$ cat config.mk
export PLATFORM = sky130hd
export DESIGN_NAME = pipe_hazard_ctrl
export DESIGN_NICKNAME = d
export VERILOG_FILES = /design/src/rtl/pipe_pkg.sv /design/src/rtl/sb_match.sv /design/src/rtl/pipe_hazard_ctrl.sv
export SDC_FILE = /design/constraint.sdc
export NUM_CORES = 1
export LEC_CHECK = 0
export BUFFER_PORTS_ARGS = -buffer_cell sky130_fd_sc_hd__clkbuf_2
export CORE_MARGIN = 2
export CORE_UTILIZATION = 50
export DETAILED_ROUTE_END_ITERATION = 8
export GPL_TIMING_DRIVEN = 1
export PLACE_DENSITY = 0.74
export SYNTH_ARGS = -nofsm -noshare
export SYNTH_HDL_FRONTEND = slang
export SYNTH_HIERARCHICAL = 1
export SYNTH_SLANG_ARGS = --single-unit
$ cat constraint.sdc
create_clock -name Clock -period 7.1 [get_ports Clock]
set_input_delay 1.42 -clock Clock [delete_from_list [all_inputs] [get_ports Clock]]
set_output_delay 1.42 -clock Clock [all_outputs]
set_load 0.1 [all_outputs]
$ cat src/rtl/pipe_pkg.sv
// Shared definitions for the pipeline hazard controller: stage indices,
// forward-select encoding and the per-stage scoreboard entry.
package pipe_pkg;

    localparam int STG_IF = 0;
    localparam int STG_ID = 1;
    localparam int STG_EX = 2;

    localparam int FWD_RF = 0;

    // Widest register address the scoreboard stores; narrower addresses are zero-extended.
    localparam int SB_AW = 8;

    typedef struct packed {
        logic             valid;
        logic             wr;
        logic             is_load;
        logic [SB_AW-1:0] dst;
    } sb_entry_t;

endpackage

$ cat src/rtl/sb_match.sv
// Youngest-producer search over the scoreboard for one source register.
// Reports whether a producer exists, its stage, and whether its data is usable.
module sb_match
    import pipe_pkg::*;
#(
    parameter int NUM_STAGES       = 5,
    parameter int REG_AW           = 5,
    parameter int LOAD_READY_STAGE = 4,
    parameter int STG_W            = $clog2(NUM_STAGES)
) (
    input  logic [REG_AW-1:0] src_i,
    input  sb_entry_t         sb_i [STG_EX:NUM_STAGES-1],
    output logic              hit_o,
    output logic [STG_W-1:0]  stage_o,
    output logic              ready_o
);

    // Scan oldest to youngest so the last match written wins.
    always_comb begin
        hit_o   = 1'b0;
        stage_o = '0;
        ready_o = 1'b0;
        for (int s = NUM_STAGES - 1; s >= STG_EX; s--) begin
            if (sb_i[s].valid && sb_i[s].wr && (src_i != '0) &&
                (sb_i[s].dst == SB_AW'(src_i))) begin
                hit_o   = 1'b1;
                stage_o = STG_W'(s);
                ready_o = !sb_i[s].is_load || (s >= LOAD_READY_STAGE);
            end
        end
    end

endmodule

$ cat src/rtl/pipe_hazard_ctrl.sv
// Parametrised hazard controller: registered scoreboard of in-flight destinations
// driving forwarding selects, load-use interlock, branch flush and EX-busy hold.
module pipe_hazard_ctrl
    import pipe_pkg::*;
#(
    parameter int NUM_STAGES       = 5,
    parameter int REG_AW           = 5,
    parameter int LOAD_READY_STAGE = 4,
    parameter int CNT_W            = 16,
    parameter int SEL_W            = $clog2(NUM_STAGES - 1)
) (
    input  logic              Clock,
    input  logic              Reset,
    input  logic              id_valid,
    input  logic [REG_AW-1:0] id_rs,
    input  logic [REG_AW-1:0] id_rt,
    input  logic              id_uses_rs,
    input  logic              id_uses_rt,
    input  logic [REG_AW-1:0] id_rd,
    input  logic              id_reg_write,
    input  logic              id_is_load,
    input  logic              br_taken,
    input  logic              ex_busy,
    output logic              pc_write,
    output logic              ifid_write,
    output logic              ifid_flush,
    output logic              idex_bubble,
    output logic [SEL_W-1:0]  fwd_a_sel,
    output logic [SEL_W-1:0]  fwd_b_sel,
    output logic [CNT_W-1:0]  stall_cnt,
    output logic [CNT_W-1:0]  flush_cnt
);

    localparam int STG_W = $clog2(NUM_STAGES);

    sb_entry_t sb_q [STG_EX:NUM_STAGES-1];
    sb_entry_t sb_d [STG_EX:NUM_STAGES-1];

    logic [CNT_W-1:0] stall_cnt_q, stall_cnt_d;
    logic [CNT_W-1:0] flush_cnt_q, flush_cnt_d;

    logic             a_hit, b_hit, a_ready, b_ready;
    logic [STG_W-1:0] a_stage, b_stage;
    logic             stall, flush;

    sb_match #(
        .NUM_STAGES      (NUM_STAGES),
        .REG_AW          (REG_AW),
        .LOAD_READY_STAGE(LOAD_READY_STAGE),
        .STG_W           (STG_W)
    ) u_match_rs (
        .src_i  (id_rs),
        .sb_i   (sb_q),
        .hit_o  (a_hit),
        .stage_o(a_stage),
        .ready_o(a_ready)
    );

    sb_match #(
        .NUM_STAGES      (NUM_STAGES),
        .REG_AW          (REG_AW),
        .LOAD_READY_STAGE(LOAD_READY_STAGE),
        .STG_W           (STG_W)
    ) u_match_rt (
        .src_i  (id_rt),
        .sb_i   (sb_q),
        .hit_o  (b_hit),
        .stage_o(b_stage),
        .ready_o(b_ready)
    );

    // A producer that is not ready can only be a load still short of LOAD_READY_STAGE.
    assign stall = id_valid && !ex_busy &&
                   ((id_uses_rs && a_hit && !a_ready) || (id_uses_rt && b_hit && !b_ready));
    assign flush = br_taken && !ex_busy && !stall;

    always_comb begin
        sb_d = sb_q;
        for (int s = STG_EX + 1; s < NUM_STAGES; s++) begin
            sb_d[s] = sb_q[s-1];
        end
        if (ex_busy) begin
            sb_d[STG_EX]     = sb_q[STG_EX];
            sb_d[STG_EX + 1] = '0;
        end else begin
            sb_d[STG_EX].valid   = id_valid && !stall;
            sb_d[STG_EX].wr      = id_reg_write;
            sb_d[STG_EX].is_load = id_is_load;
            sb_d[STG_EX].dst     = SB_AW'(id_rd);
        end
    end

    always_comb begin
        stall_cnt_d = stall_cnt_q;
        flush_cnt_d = flush_cnt_q;
        if (stall && (stall_cnt_q != '1)) begin
            stall_cnt_d = stall_cnt_q + CNT_W'(1);
        end
        if (flush && (flush_cnt_q != '1)) begin
            flush_cnt_d = flush_cnt_q + CNT_W'(1);
        end
    end

    always_ff @(posedge Clock or posedge Reset) begin
        if (Reset) begin
            for (int s = STG_EX; s < NUM_STAGES; s++) begin
                sb_q[s] <= '0;
            end
            stall_cnt_q <= '0;
            flush_cnt_q <= '0;
        end else begin
            sb_q        <= sb_d;
            stall_cnt_q <= stall_cnt_d;
            flush_cnt_q <= flush_cnt_d;
        end
    end

    // Outputs snap to their idle values while Reset is high, regardless of ID inputs.
    always_comb begin
        pc_write    = 1'b1;
        ifid_write  = 1'b1;
        ifid_flush  = 1'b0;
        idex_bubble = 1'b0;
        fwd_a_sel   = SEL_W'(FWD_RF);
        fwd_b_sel   = SEL_W'(FWD_RF);
        if (!Reset) begin
            if (ex_busy) begin
                pc_write   = 1'b0;
                ifid_write = 1'b0;
            end else if (stall) begin
                pc_write    = 1'b0;
                ifid_write  = 1'b0;
                idex_bubble = 1'b1;
            end else if (flush) begin
                ifid_flush = 1'b1;
            end
            if (a_hit && a_ready) begin
                fwd_a_sel = SEL_W'(a_stage - STG_W'(1));
            end
            if (b_hit && b_ready) begin
                fwd_b_sel = SEL_W'(b_stage - STG_W'(1));
            end
        end
    end

    assign stall_cnt = stall_cnt_q;
    assign flush_cnt = flush_cnt_q;

endmodule

==> results by group <==
Run status
  • Status: finished clean

Layout
  • Number of non-filler instances in the completed layout: 447
  • Area Overhead vs Synth: 17.4%
  • Post-Route Utilization: 61.6%
  • Fin nets: 398
  • FF/Latch Area: 1380 sq um
  • Multi-input gate area: 1770 sq um
  • Layout cell share with drive strength beyond 1: 28.0%
  • Final Cell Area: 3690 sq um
  • Ant. Diodes: 0
  • Filler cell count in the final layout: 520

Clock tree
  • H-tree levels: 2
  • CTS clk-pin slew, worst paths: 0.09 ns
  • CTS tree: done
  • Post-CTS Hold Fix Bufs: 0
  • Cts repair resizes: 0
  • TritonCTS buffer count: 5
  • Setup bufs post-CTS: 0
  • Worst skew pair latency: 0.30 ns
  • Sink Count: 55
  • Maximum buffer depth of the clock tree: 2
  • Clock root buffer: clkbuf_8

Power and ir drop
  • Sequential share of power: 45.8%
  • Net Sw Frac: 39.2%
  • Switch Pwr: 323 uW
  • Combinational Power Share: 29.8%
  • Peak supply drop: 0.138 mV
  • Clk pwr share: 24.4%
  • Internal power consumption: 500 uW
  • Static Leak: 1.76 nW
  • P per Cell Area: 223 nW/um^2

Floorplanning
  • Core outline area: 5990 sq um
  • I/O pin count: 64
  • Initial core utilization: 52.5%
  • Die Height: 83.3 um
  • Full die area: 6940 sq um
  • Rows: 28
  • Horiz. Die Dim: 83.3 um

Min path
  • Worst hold stages: 0
  • Min-Delay Endpoint: sb_q[10]
  • HP Class: register to register
  • Hold Path Origin: sb_d[10]

Placement
  • Hpwl dp: 5070 um
  • PortBufs: 63
  • Placed insts: 440
  • DP Area: 3590 sq um
  • GPL Wtd Cong: 0.931

Route
  • WL final: 6680 um
  • DRC Markers: 0
  • Antenna viol nets, final: 0
  • Vias per inst: 5.49
  • Wire per inst: 14.9 um
  • Initial DRC count: 96
  • Drt first pass iters: 4
  • DR vias: 2456

Synth
  • Yosys warning count: 6
  • Mapped Area: 3140 sq um
  • Mean Syn Cell Area: 10.8 sq um
  • Synth Instances: 290

Setup path
  • Critical Path Start Type: input port
  • Crit-path max FO: 4
  • Critical Path AT: 3.81 ns
  • Worst EP required: 5.68 ns
  • Worst r2r path cells: 8
  • Worst reg2reg startpoint: sb_q[32]
  • CP endpoint kind: primary output
  • Worst Path Class, Setup: input port to primary output
  • End of the worst register-to-register path: stall_cnt[1]
  • Flop2flop setup slack: 4.26 ns

Global routing
  • Initial antenna violation count: 0
  • Pin count of the biggest net entering global routing: 59
  • Vias in the first global route: 2528
  • GRT overflow: 0
  • Gr usage total: 20.5%
  • Global-route wire length before repair: 11800 um

STA
  • Slew @ Worst Pin: 0.871 ns
  • Fin. max-slew vios: 0
  • Final period utilization: 73.7%
  • Post-layout minimum cycle time: 5.23 ns
  • Slew HR: 41.5%
  • Achievable Freq: 191 MHz
  • Worst-case clock skew: 0.00820 ns
  • Unrepaired setup endpoints after global routing: no
  • Final setup vio count: 0
  • Final hold vios: 0
  • Fin Setup TNS: 0 ns

Flow run
  • Number of max-cap violations: 0
-- registers in the layout, indices dropped and copies added, names as in the netlist --
| name | flops |
|---|---|
| flush_cnt | 16 |
| sb_d | 8 |
| sb_q | 15 |
| stall_cnt | 16 |
-- worst max-delay path by stage --
stage | startpoint | to
after floorplan | id_rs[4] | pc_write
after global placement | id_rt[2] | ifid_flush
after detailed placement | id_rs[4] | pc_write
after CTS | id_rs[4] | pc_write
after global routing | id_rs[4] | ifid_write
final | id_rs[4] | pc_write
-- worst max-delay path, stage by stage --
cell	delay (ns)
clkbuf_2	0.13
xnor2_1	0.20
nand3_1	0.17
or4_1	0.49
a31oi_1	0.29
nand3b_1	0.25
a21oi_1	0.09
o21ai_0	0.25
clkbuf_2	0.52
-- power groups by stage --
stage / Combinational (mW) / Sequential (mW) / Clock (mW)
after global placement: 0.243 / 0.382 / 0
after floorplan: 0.0756 / 0.500 / 0
after detailed placement: 0.246 / 0.383 / 0
after CTS: 0.247 / 0.377 / 0.206
final: 0.245 / 0.377 / 0.201
after global routing: 0.259 / 0.383 / 0.217
-- through the flow --
stage | worst slack [ns] | hold slack [ns] | power, mW
floorplan | 0.332 | 0.358 | 0.576
global placement | 2.02 | 0.371 | 0.625
detailed placement | 1.91 | 0.387 | 0.630
CTS | 1.91 | 0.408 | 0.831
global route | 1.72 | 0.416 | 0.859
finish | 1.87 | 0.404 | 0.823
-- cell type report --
cell class / count / share of cell area (%)
Sequential cell: 55 / 37.3
Clock buffer: 6 / 1.97
Inverter: 5 / 0.509
Tap cell: 75 / 2.54
Multi-Input combinational cell: 240 / 47.9
Clock inverter: 1 / 0.814
Timing Repair Buffer: 65 / 8.95
-- layer usage --
metal	part of all wire, %	vias up	global-route usage (%)
li1	-	1193	-
met1	45	1181	27.2
met4	1.7	0	4.62
met2	48	68	34.7
met3	5.1	14	4.37
met5	0	-	0
-- cell usage in the layout (no fill, tap or decap), types with 8 or more instances in the layout --
cell type and n:
clkbuf_2 63, nand3_1 21, nor2_1 14, nand4_1 13, xor2_1 36, conb_1 18, nor4_1 8, nand2_1 17
dfrtp_1 55, xnor2_1 26, nor2b_1 10
Note: power is estimated with default switching activity, not from simulation.
